===== src/rtl/spi_cmd_bridge.sv =====
// SPI command bridge: decodes a 4-byte SPI frame at end of transfer
// and runs one read or write on the system memory bus.
module spi_cmd_bridge #(
  parameter int unsigned ACK_TIMEOUT = 15
) (
  input  logic        clk_sys,
  input  logic        reset,
  input  logic        spi_cs_n,
  input  logic [7:0]  rx0,
  input  logic [7:0]  rx1,
  input  logic [7:0]  rx2,
  input  logic [7:0]  rx3,
  output logic        bus_req,
  output logic        bus_rw_n,
  output logic [15:0] bus_addr,
  output logic [7:0]  bus_wdata,
  input  logic [7:0]  bus_rdata,
  input  logic        bus_ack,
  output logic [7:0]  rd_data,
  output logic        busy,
  output logic        err
);

  typedef enum logic [1:0] {
    IDLE,
    REQ,
    WAIT,
    DONE
  } state_t;

  localparam logic [7:0] TO_LAST = 8'(ACK_TIMEOUT - 1);

  state_t      state_q, state_d;
  logic        cs_s1_q, cs_s1_d;
  logic        cs_s2_q, cs_s2_d;
  logic        cs_s3_q, cs_s3_d;
  logic        eot_q, eot_d;
  logic [15:0] addr_q, addr_d;
  logic        rw_n_q, rw_n_d;
  logic [7:0]  wdata_q, wdata_d;
  logic        req_q, req_d;
  logic [7:0]  rd_q, rd_d;
  logic        busy_q, busy_d;
  logic        err_q, err_d;
  logic [7:0]  timer_q, timer_d;

  logic unused_rx;
  assign unused_rx = ^rx0[4:0];

  always_ff @(posedge clk_sys) begin
    if (reset) begin
      state_q <= IDLE;
      cs_s1_q <= 1'b1;
      cs_s2_q <= 1'b1;
      cs_s3_q <= 1'b1;
      eot_q   <= 1'b0;
      addr_q  <= '0;
      rw_n_q  <= 1'b1;
      wdata_q <= '0;
      req_q   <= 1'b0;
      rd_q    <= '0;
      busy_q  <= 1'b0;
      err_q   <= 1'b0;
      timer_q <= '0;
    end else begin
      state_q <= state_d;
      cs_s1_q <= cs_s1_d;
      cs_s2_q <= cs_s2_d;
      cs_s3_q <= cs_s3_d;
      eot_q   <= eot_d;
      addr_q  <= addr_d;
      rw_n_q  <= rw_n_d;
      wdata_q <= wdata_d;
      req_q   <= req_d;
      rd_q    <= rd_d;
      busy_q  <= busy_d;
      err_q   <= err_d;
      timer_q <= timer_d;
    end
  end

  always_comb begin
    state_d = state_q;
    cs_s1_d = spi_cs_n;
    cs_s2_d = cs_s1_q;
    cs_s3_d = cs_s2_q;
    eot_d   = cs_s2_q & ~cs_s3_q;
    addr_d  = addr_q;
    rw_n_d  = rw_n_q;
    wdata_d = wdata_q;
    req_d   = req_q;
    rd_d    = rd_q;
    busy_d  = busy_q;
    err_d   = err_q;
    timer_d = timer_q;

    // a frame arriving anywhere but IDLE is an overrun
    if (eot_q) begin
      if (state_q == IDLE) begin
        busy_d  = 1'b1;
        rw_n_d  = ~rx0[6];
        addr_d  = rx0[7] ? addr_q + 16'd1
                         : {rx1, rx2};
        if (rx0[6]) wdata_d = rx3;
        if (rx0[5]) err_d = 1'b0;
        state_d = REQ;
      end else begin
        err_d = 1'b1;
      end
    end

    unique case (state_q)
      IDLE: ;
      REQ: begin
        req_d   = 1'b1;
        timer_d = '0;
        state_d = WAIT;
      end
      WAIT: begin
        if (bus_ack) begin
          req_d   = 1'b0;
          if (rw_n_q) rd_d = bus_rdata;
          state_d = DONE;
        end else if (timer_q == TO_LAST) begin
          req_d   = 1'b0;
          err_d   = 1'b1;
          state_d = DONE;
        end else begin
          timer_d = timer_q + 8'd1;
        end
      end
      DONE: begin
        busy_d  = 1'b0;
        state_d = IDLE;
      end
      default: state_d = IDLE;
    endcase
  end

  assign bus_req   = req_q;
  assign bus_rw_n  = rw_n_q;
  assign bus_addr  = addr_q;
  assign bus_wdata = wdata_q;
  assign rd_data   = rd_q;
  assign busy      = busy_q;
  assign err       = err_q;

endmodule


===== config.mk =====
export PLATFORM = sky130hd
export DESIGN_NAME = spi_cmd_bridge
export DESIGN_NICKNAME = d
export VERILOG_FILES = /design/src/rtl/spi_cmd_bridge.sv
export SDC_FILE = /design/constraint.sdc
export NUM_CORES = 1
export LEC_CHECK = 0
export CAP_MARGIN = 30
export CORE_MARGIN = 5
export CORE_UTILIZATION = 30
export DETAILED_ROUTE_END_ITERATION = 10
export HOLD_SLACK_MARGIN = 0.15
export PLACE_DENSITY = 0.66
export SYNTH_ARGS = -nofsm -noshare
export SYNTH_HDL_FRONTEND = slang
export SYNTH_SLANG_ARGS = --single-unit

===== constraint.sdc =====
create_clock -name clk_sys -period 4.3 [get_ports clk_sys]
set_input_delay 1.075 -clock clk_sys [delete_from_list [all_inputs] [get_ports clk_sys]]
set_output_delay 1.075 -clock clk_sys [all_outputs]
set_load 0.05 [all_outputs]

# Word-level counts from Yosys, hierarchy flattened
# Index checks and enable logic that the tools add are counted.
totals:
  inputBits: 44
  elab_cells: 51
  ff_bits: 50
  out_inout_bits: 36
op_classes:
  bitwise: 3
  n_reduce_logical: 8
  n_mux: 18
  n_addsub: 2
  eq_ne: 7
op_table:
  columns: ["operator", "n"]
  rows:
  - ["$add 16x1->16 const B", 1]
  - ["$mux 16", 1]
  - ["$mux 8", 2]
  - ["$pmux 8 s2", 1]
  - ["$reduce_and 3->1", 3]
  - ["$add 8x1->8 const B", 1]
  - ["$eq 8x4->1 const B", 1]
  - ["$mux 1", 8]
  - ["$mux 2", 4]
  - ["$pmux 2 s3", 1]
  - ["$eq 2x2->1 const B", 2]
  - ["$ne 2x2->1 const B", 2]
  - ["$reduce_and 2->1", 2]
  - ["$ne 3x3->1 const B", 1]
  - ["$eq 2x1->1 const B", 1]
  - ["$logic_not 2->1", 1]
  - ["$not 1->1", 2]
  - ["$pmux 1 s2", 1]
  - ["$reduce_bool 2->1", 1]
  - ["$reduce_or 2->1", 1]
  - ["$and 1x1->1", 1]

# Depth between registers and ports, before layout
# Gate-level depths: netlist (run 1).
logic_depth:
  word_depth: 6
  depth_mapped: 8
  ltp_nobuf: 6

# Worst setup path before layout (run 1)
# OpenSTA, ideal clock, no wires.
synth_path:
  path_kind: "register to register"
  from: "reg addr_q[0], in the netlist bus_addr[0]"
  to: "reg addr_q[14], in the netlist bus_addr[14]"
  stages_incl_launch_ff: 6
  path_slack_ns: 2.040
  n_path_buf: 0
  required_ns: 4.226
  setup_time_ns: 0.074
  period_less_slack_ns: 2.260
  t_arrival_ns: 2.186
  cell_sequence: "dfxtp_1 -> ha_1 -> nand4_4 -> or4_4 -> or3_1 -> a31oi_1"
synth_via:
  elab_chain_len: 2
synth_lines:
  columns: ["item", "line", "rtl"]
  rows:
  - ["start, declared", "38", "logic [15:0] addr_q, addr_d;"]
  - ["start signal, assigned", "71", "addr_q <= addr_d;"]
  - ["$add 16x1->16", "102", "addr_d = rx0[7] ? addr_q + 16'd1"]
  - ["$mux 16", "102", null]
# No other way between the ends.
# A chain may end at the register's enable or synchronous reset.

# Worst setup path in the final report (run 1)
layout_path:
  from: "reg addr_q[2], in the netlist bus_addr[2]"
  to: "out bus_addr[2]"
layout_rtl:
  columns: ["item", "line", "rtl"]
  rows:
  - ["end, declared", "15", "output logic [15:0] bus_addr,"]
# No word-level cell between the ends.

==> results of run 1 <==
-- power breakdown --
group	switching, mW	internal [mW]
clock network	0.165	0.192
logic	0.0691	0.0621
registers	0.00823	0.472
-- per-layer routing --
layer  routed length (microns)  vias up
li1                          -     1191
met1                      2890     1069
met2                      2880       70
met3                       466        2
met4                        48        0
met5                         0        -
-- stage by stage --
stage               instances  worst slack [ns]
floorplan                 291              2.04
global placement          454              1.44
detailed placement        454              1.40
CTS                       462              1.47
global route              462              1.42
finish                    462              1.49
-- registers in the layout, summed over array words and instances (netlist names), 2 cells and up --
signal,flops
bus_addr,16
bus_wdata,8
rd_data,8
timer_q,8
state_q,2
-- path summary, 6_finish.rpt --
path,start,endpoint,slack (ns),cells after the start
max reg2reg,state_q[0],timer_q[3],2.08,6
max,bus_addr[2],bus_addr[2],1.49,1
min,cs_s3_q,eot_q,0.37,1
min reg2reg,cs_s3_q,eot_q,0.37,1
-- layout by cell type (no fill, tap or decap), types with 4 or more instances in the layout --
| cell type | n |
|---|---|
| nand2_1 | 33 |
| dfxtp_1 | 50 |
| mux2i_1 | 10 |
| nor3_1 | 12 |
| nand4_1 | 9 |
| nand3_1 | 13 |
| clkbuf_8 | 6 |
| nor4_1 | 7 |
| a21oi_1 | 30 |
| or3_1 | 7 |
| ha_1 | 8 |
| nor2_1 | 23 |
| and3_1 | 6 |
| xor2_1 | 4 |
| clkdlybuf4s50_1 | 74 |
| inv_1 | 8 |
| o21ai_0 | 11 |
| a211oi_1 | 4 |
-- final cells by class --
| type | instances | area (sq um) |
|---|---|---|
| inverters | 8 | 30.0 |
| fillers | 779 | 4410 |
| flip-flops and latches | 50 | 1000 |
| multi-input cells | 217 | 1320 |
| repair buffers | 77 | 763 |
| well taps | 102 | 128 |
| clock inverters | 2 | 38.8 |
| clock buffers | 6 | 82.6 |
-- logic make-up (layout without fill, tap and decap cells) --
family | Yosys count | count (layout) | synth area share [%]
AND/OR/NAND/NOR | 129 | 129 | 28.1
adder cells (fa/ha/maj) | 8 | 8 | 4.14
XOR/XNOR | 4 | 4 | 1.45
flip-flops | 50 | 50 | 41.4
buffers and inverters | 24 | 93 | 3.99
AO/OA/AOI/OAI | 63 | 63 | 15.3
multiplexers | 13 | 13 | 5.54
==> results.md, run 1 <==
* Number of DRC markers after the initial detailed-route iteration at 99
* Worst Path Required at around 3.2 ns
* Critical-path cell list: clkdlybuf4s50_1
* Gate Count Post-Synth at around 290
* Synth top area cells: dfxtp_1 41%, a21oi_1 6.2%, nand2_1 5.1%
* Proportion of register bits with asynchronous set or reset after synthesis at 0%
* Met2 Usage GRT at 19.2%
* Number of setup violations in the final report at 0
* Nature of the critical path startpoint: register
* Post-synthesis cell type count at 45
* Number of violations of the max-capacitance limit at 0
* Largest clock skew in the final design at around 0.014 ns
* Mean routed wirelength per cell at roughly 14 microns
* Grt met3 use at under 10%
* Number of buffers added by the clock tree synthesis step at 5
* Main synth FF type: dfxtp_1
* Final routed wirelength across all metal layers at around 6300 microns
* Horizontal die dimension at around 100 microns
* Largest fanout of any net on the critical path at 9
* Clock H-tree levels at 2
* GR Util All Layers at approximately 13%
* Shortest clock period the worst path allows after layout at around 2.8 ns
* Post-route DRC at 0
* Starting utilization of the core area at 31.1%
* CP delay by family, top: buffers and inverters
* Number of nets at the end of the flow at just over 400
* Num rows at 32
* Number of nets with antenna violations after routing at 0
* Worst skew pair latency at about 0.3 ns
* Antenna diode count at 0
* Root buffer cell: clkbuf_8
* Yosys warnings at 0
* Global routing usage on met1 at between 10% and 20%
* Maximum VDD drop at between 0.1 and 0.15 mV
* Via count of the routed design at 2,332
* CTS Hold Buffers Added at 0
* HPWL Detailed at 4490 microns
* Commonest cells in the synthesized netlist: 50 x dfxtp_1, 33 x nand2_1, 30 x a21oi_1, 23 x nor2_1, 13 x nand3_1
* Data arrival time of the worst path at between 1.5 and 2 ns
* Result of the run: completed
* Area of the mapped netlist at approximately 0.0024 sq mm
* Placeable core region at roughly 0.0078 sq mm
* Post-CTS setup buffers at 0
* Max Buffers Root-to-Sink at 2
* Die footprint at 0.00995 sq mm
* Capturing element type of the critical path: primary output
* Antenna violations before repair at 0
* Per-instance average area after synthesis at about 8.3 sq um
* Worst-path cell with the longest stage delay: clkdlybuf4s50_1
* Overall power consumption at between 0.9 and 1 mW
* Total number of clock tree sinks at 50
* Slew Limit Fails at 0
* Worst path bufs/invs at 1
* Fraction of synthesized cell area taken by the top area cell type at about two fifths
* Y dimension of the die at 99.7 microns
* Peak-usage layer in the global routing report: met2
* Crit Path Category: register to primary output
* Final worst path period share at roughly two thirds
* Most area-hungry cell type in the Yosys netlist: dfxtp_1
* Port-buffer cells at between 70 and 80
* Post-route cell area at around 0.0034 sq mm
* Class of the tightest hold or removal check: register to register
* Leak Pwr at ~1.2 nW
* Largest net degree at the start of global routing at 25
* Wire length of the first global-routing pass at between 10,000 and 15,000 microns
* Total Neg Setup Slack at 0 ns
* Power Density at ~290 mW/mm^2
* Area growth from synthesis to layout at 39.2%
* Total of flip-flops plus latches after synthesis at 50
* Syn nets at ~340
* Number of I/O pins at 80
* Clock-pin slew reported for the worst setup and hold paths after clock tree synthesis at 0.10 ns
* Share of post-route cells with drive strength above 1 at roughly 5.6%
* Actual transition at the worst max-transition pin at around 0.84 ns
* Core utilization of the finished layout at between 40% and 50%
* Highest clock rate at 356 MHz
* Via count of the first global-routing pass at ~2,100
* Number of search-and-repair iterations in the first detailed-routing pass at 4
* Count of endpoints failing hold in the final timing report at 0
* Unrepaired setup endpoints after global routing: false
* Hold Slack at roughly 0.37 ns
* Via density per instance at roughly 5.0
* Instance area at placement at between 0.003 and 0.004 sq mm
* CTS resizes at 0
* TritonCTS clock tree: yes
* Largest stage delay on the critical path at around 0.9 ns
* Number of enable-type register cells in the synthesized netlist at 0
* Cell with the most instances after synthesis: dfxtp_1
* Placer congestion estimate at around 0.80
* Grt ovf at 0
* Headroom to the max-slew limit at 44.1%
* Sequential area share after synthesis at between 40 and 50%
No activity file was read; power rests on OpenSTA's default activity.
==> run 2: changes to the inputs <==
==> constraint.sdc (replaced) <==
create_clock -name clk_sys -period 2.7 [get_ports clk_sys]
set_input_delay 0.675 -clock clk_sys [delete_from_list [all_inputs] [get_ports clk_sys]]
set_output_delay 0.675 -clock clk_sys [all_outputs]
set_load 0.05 [all_outputs]
==> results.md, run 2 (synthesis gave the netlist of run 1 again) <==
* Number of search-and-repair iterations in the first detailed-routing pass at 4 (unchanged)
* Most frequent cells in the layout: 74 x clkdlybuf4s50_1, 50 x dfxtp_1, 33 x nand2_1 (unchanged)
* Area growth from synthesis to layout at 40.3% (was 39.2%)
* Clock H-tree levels at 2 (unchanged)
* Crit Path Category: register to primary output (unchanged)
* TritonCTS clock tree: yes (unchanged)
* Grt ovf at 0 (unchanged)
* Port-buffer cells at 74 (unchanged)
* Critical-path cell list: clkdlybuf4s50_1 (unchanged)
* HPWL Detailed at 4710 microns (was 4490 microns)
* Data arrival time of the worst path at 1.63 ns (was 1.73 ns)
* Number of buffers added by the clock tree synthesis step at 5 (unchanged)
* Number of I/O pins at 80 (unchanged)
* Num rows at 32 (unchanged)
* Reg2Reg Capture Point: timer_q[3] (unchanged)
* Actual transition at the worst max-transition pin at 0.527 ns (was 0.836 ns)
* Via density per instance at 4.96 (was 5.05)
* Worst hold path endpoint: eot_q (unchanged)
* Post-route DRC at 0 (unchanged)
* Post-route cell area at 0.00339 sq mm (was 0.00336 sq mm)
* Via count of the first global-routing pass at 2,165 (was 2,119)
* Start point of the worst hold path: cs_s3_q (unchanged)
* GR Util All Layers at 12.6% (was 12.5%)
* Largest clock skew in the final design at 0.00895 ns (was 0.0143 ns)
* Highest clock rate at approximately 430 MHz
* Slew Limit Fails at 0 (unchanged)
* Worst Path Required at 2.03 ns (was 3.22 ns)
* Worst-path cell with the longest stage delay: clkdlybuf4s50_1 (unchanged)
* Total Neg Setup Slack at 0 ns (unchanged)
* Capturing element type of the critical path: primary output (unchanged)
* Via count of the routed design at 2,317 (was 2,332)
* Final worst path period share at 85.4%
* Number of nets at the end of the flow at 416 (was 411)
* Power Density at 428 mW/mm^2 (was 288 mW/mm^2)
* Antenna violations before repair at 0 (unchanged)
* Worst reg-to-reg path cell count at 6 (unchanged)
* Antenna diode count at 0 (unchanged)
* Count of endpoints failing hold in the final timing report at 0 (unchanged)
* Maximum VDD drop at 0.231 mV (was 0.118 mV)
* Number of violations of the max-capacitance limit at 0 (unchanged)
* Y dimension of the die at 99.7 microns (unchanged)
* Instance area at placement at 0.00329 sq mm (was 0.00324 sq mm)
* CTS resizes at 0 (unchanged)
* Final routed wirelength across all metal layers at 6300 microns (was 6280 microns)
* Horizontal die dimension at 99.7 microns (unchanged)
* CP delay by family, top: buffers and inverters (unchanged)
* Core utilization of the finished layout at 43.6% (was 43.3%)
* Number of setup violations in the final report at 0 (unchanged)
* Post-CTS setup buffers at 0 (unchanged)
* Unrepaired setup endpoints after global routing: false (unchanged)
* Number of nets with antenna violations after routing at 0 (unchanged)
* Worst flop-to-flop path startpoint: state_q[0] (unchanged)
* Worst hold stages at 1 (unchanged)
* Worst setup path startpoint: bus_addr[11] (was bus_addr[2])
* Largest net degree at the start of global routing at 30 (was 25)
* Result of the run: completed (unchanged)
* Die footprint at 0.00995 sq mm (unchanged)
* Starting utilization of the core area at 31.1% (unchanged)
* Worst R2R Setup Slack at 0.53 ns (was 2.08 ns)
* Clock-pin slew reported for the worst setup and hold paths after clock tree synthesis at 0.10 ns (about the same)
* Wire length of the first global-routing pass at 10,300 microns (about the same)
* Number of DRC markers after the initial detailed-route iteration at 56 (was 99)
* Layout filler cell count at 792 (was 779)
* Share of post-route cells with drive strength above 1 at 6.85% (was 5.56%)
* Max Buffers Root-to-Sink at 2 (unchanged)
* Placeable core region at 0.00777 sq mm (unchanged)
* Headroom to the max-slew limit at 64.8% (was 44.1%)
* Largest fanout of any net on the critical path at 7 (was 9)
* Worst path bufs/invs at 1 (unchanged)
* Largest stage delay on the critical path at 0.85 ns (was 0.88 ns)
* Shortest clock period the worst path allows after layout at around 2.3 ns
* Leak Pwr at 1.19 nW (was 1.17 nW)
* Root buffer cell: clkbuf_8 (unchanged)
* Class of the tightest hold or removal check: register to register (unchanged)
* Nature of the critical path startpoint: register (unchanged)
* CTS Hold Buffers Added at 0 (unchanged)
* Worst skew pair latency at 0.31 ns (was 0.30 ns)
* Max reg flops at 16 (unchanged)
* Placer congestion estimate at 0.819 (was 0.800)
* Commonest non-fill, non-tap cell in the layout: clkdlybuf4s50_1 (unchanged)
* Total number of clock tree sinks at 50 (unchanged)
* Mean routed wirelength per cell at 13.5 microns (was 13.6 microns)
run 2: changes by cell type in the layout (fill, tap and decap cells not counted):
cell / previous run / this run
buf_12: 0 / 1
bufinv_16: 1 / 0
buf_4: 3 / 7
clkinvlp_4: 0 / 1
run 2: how the worst max path moves through the flow:
| stage | endpoint | slack, ns | cells past startpoint |
|---|---|---|---|
| after floorplan | bus_addr[14] | 0.44 | 5 |
| after global placement | bus_addr[13] | 0.50 | 5 |
| after detailed placement | bus_addr[13] | 0.43 | 5 |
| after CTS | bus_addr[0] | 0.38 | 1 |
| after global routing | bus_addr[5] | 0.31 | 1 |
| final | bus_addr[11] | 0.39 | 1 |
run 2: report_power, final:
group | internal, mW | leakage (nW) | switching [mW] | total [mW]
Combinational | 0.103 | 0.734 | 0.111 | 0.214
Sequential | 0.751 | 0.404 | 0.0126 | 0.764
Clock | 0.211 | 0.0478 | 0.261 | 0.473
Total | 1.07 | 1.19 | 0.385 | 1.45
run 2: routing by layer:
metal	track usage, %	part of all wire, %	up-vias
met5	0	0	-
met2	21.0	46	71
met4	3.47	1.1	0
met3	4.28	7.7	6
li1	-	-	1198
met1	15.4	45	1042
run 2: area by class of cell:
type	count	area, sq um	share of cell area, %
clock buffers	6	82.6	2.44
clock inverters	2	16.3	0.480
inverters	8	30.0	0.886
multi-input cells	217	1320	38.9
flip-flops and latches	50	1000	29.5
well taps	102	128	3.77
repair buffers	82	813	24.0
run 2: through the flow:
stage,power [mW],setup slack [ns],hold slack (ns),std cells
final,1.45,0.394,0.391,467
after global routing,1.52,0.315,0.409,467
after CTS,1.48,0.385,0.394,467
after detailed placement,0.996,0.435,0.378,459
after global placement,0.994,0.496,0.376,459
after floorplan,0.894,0.440,0.372,291
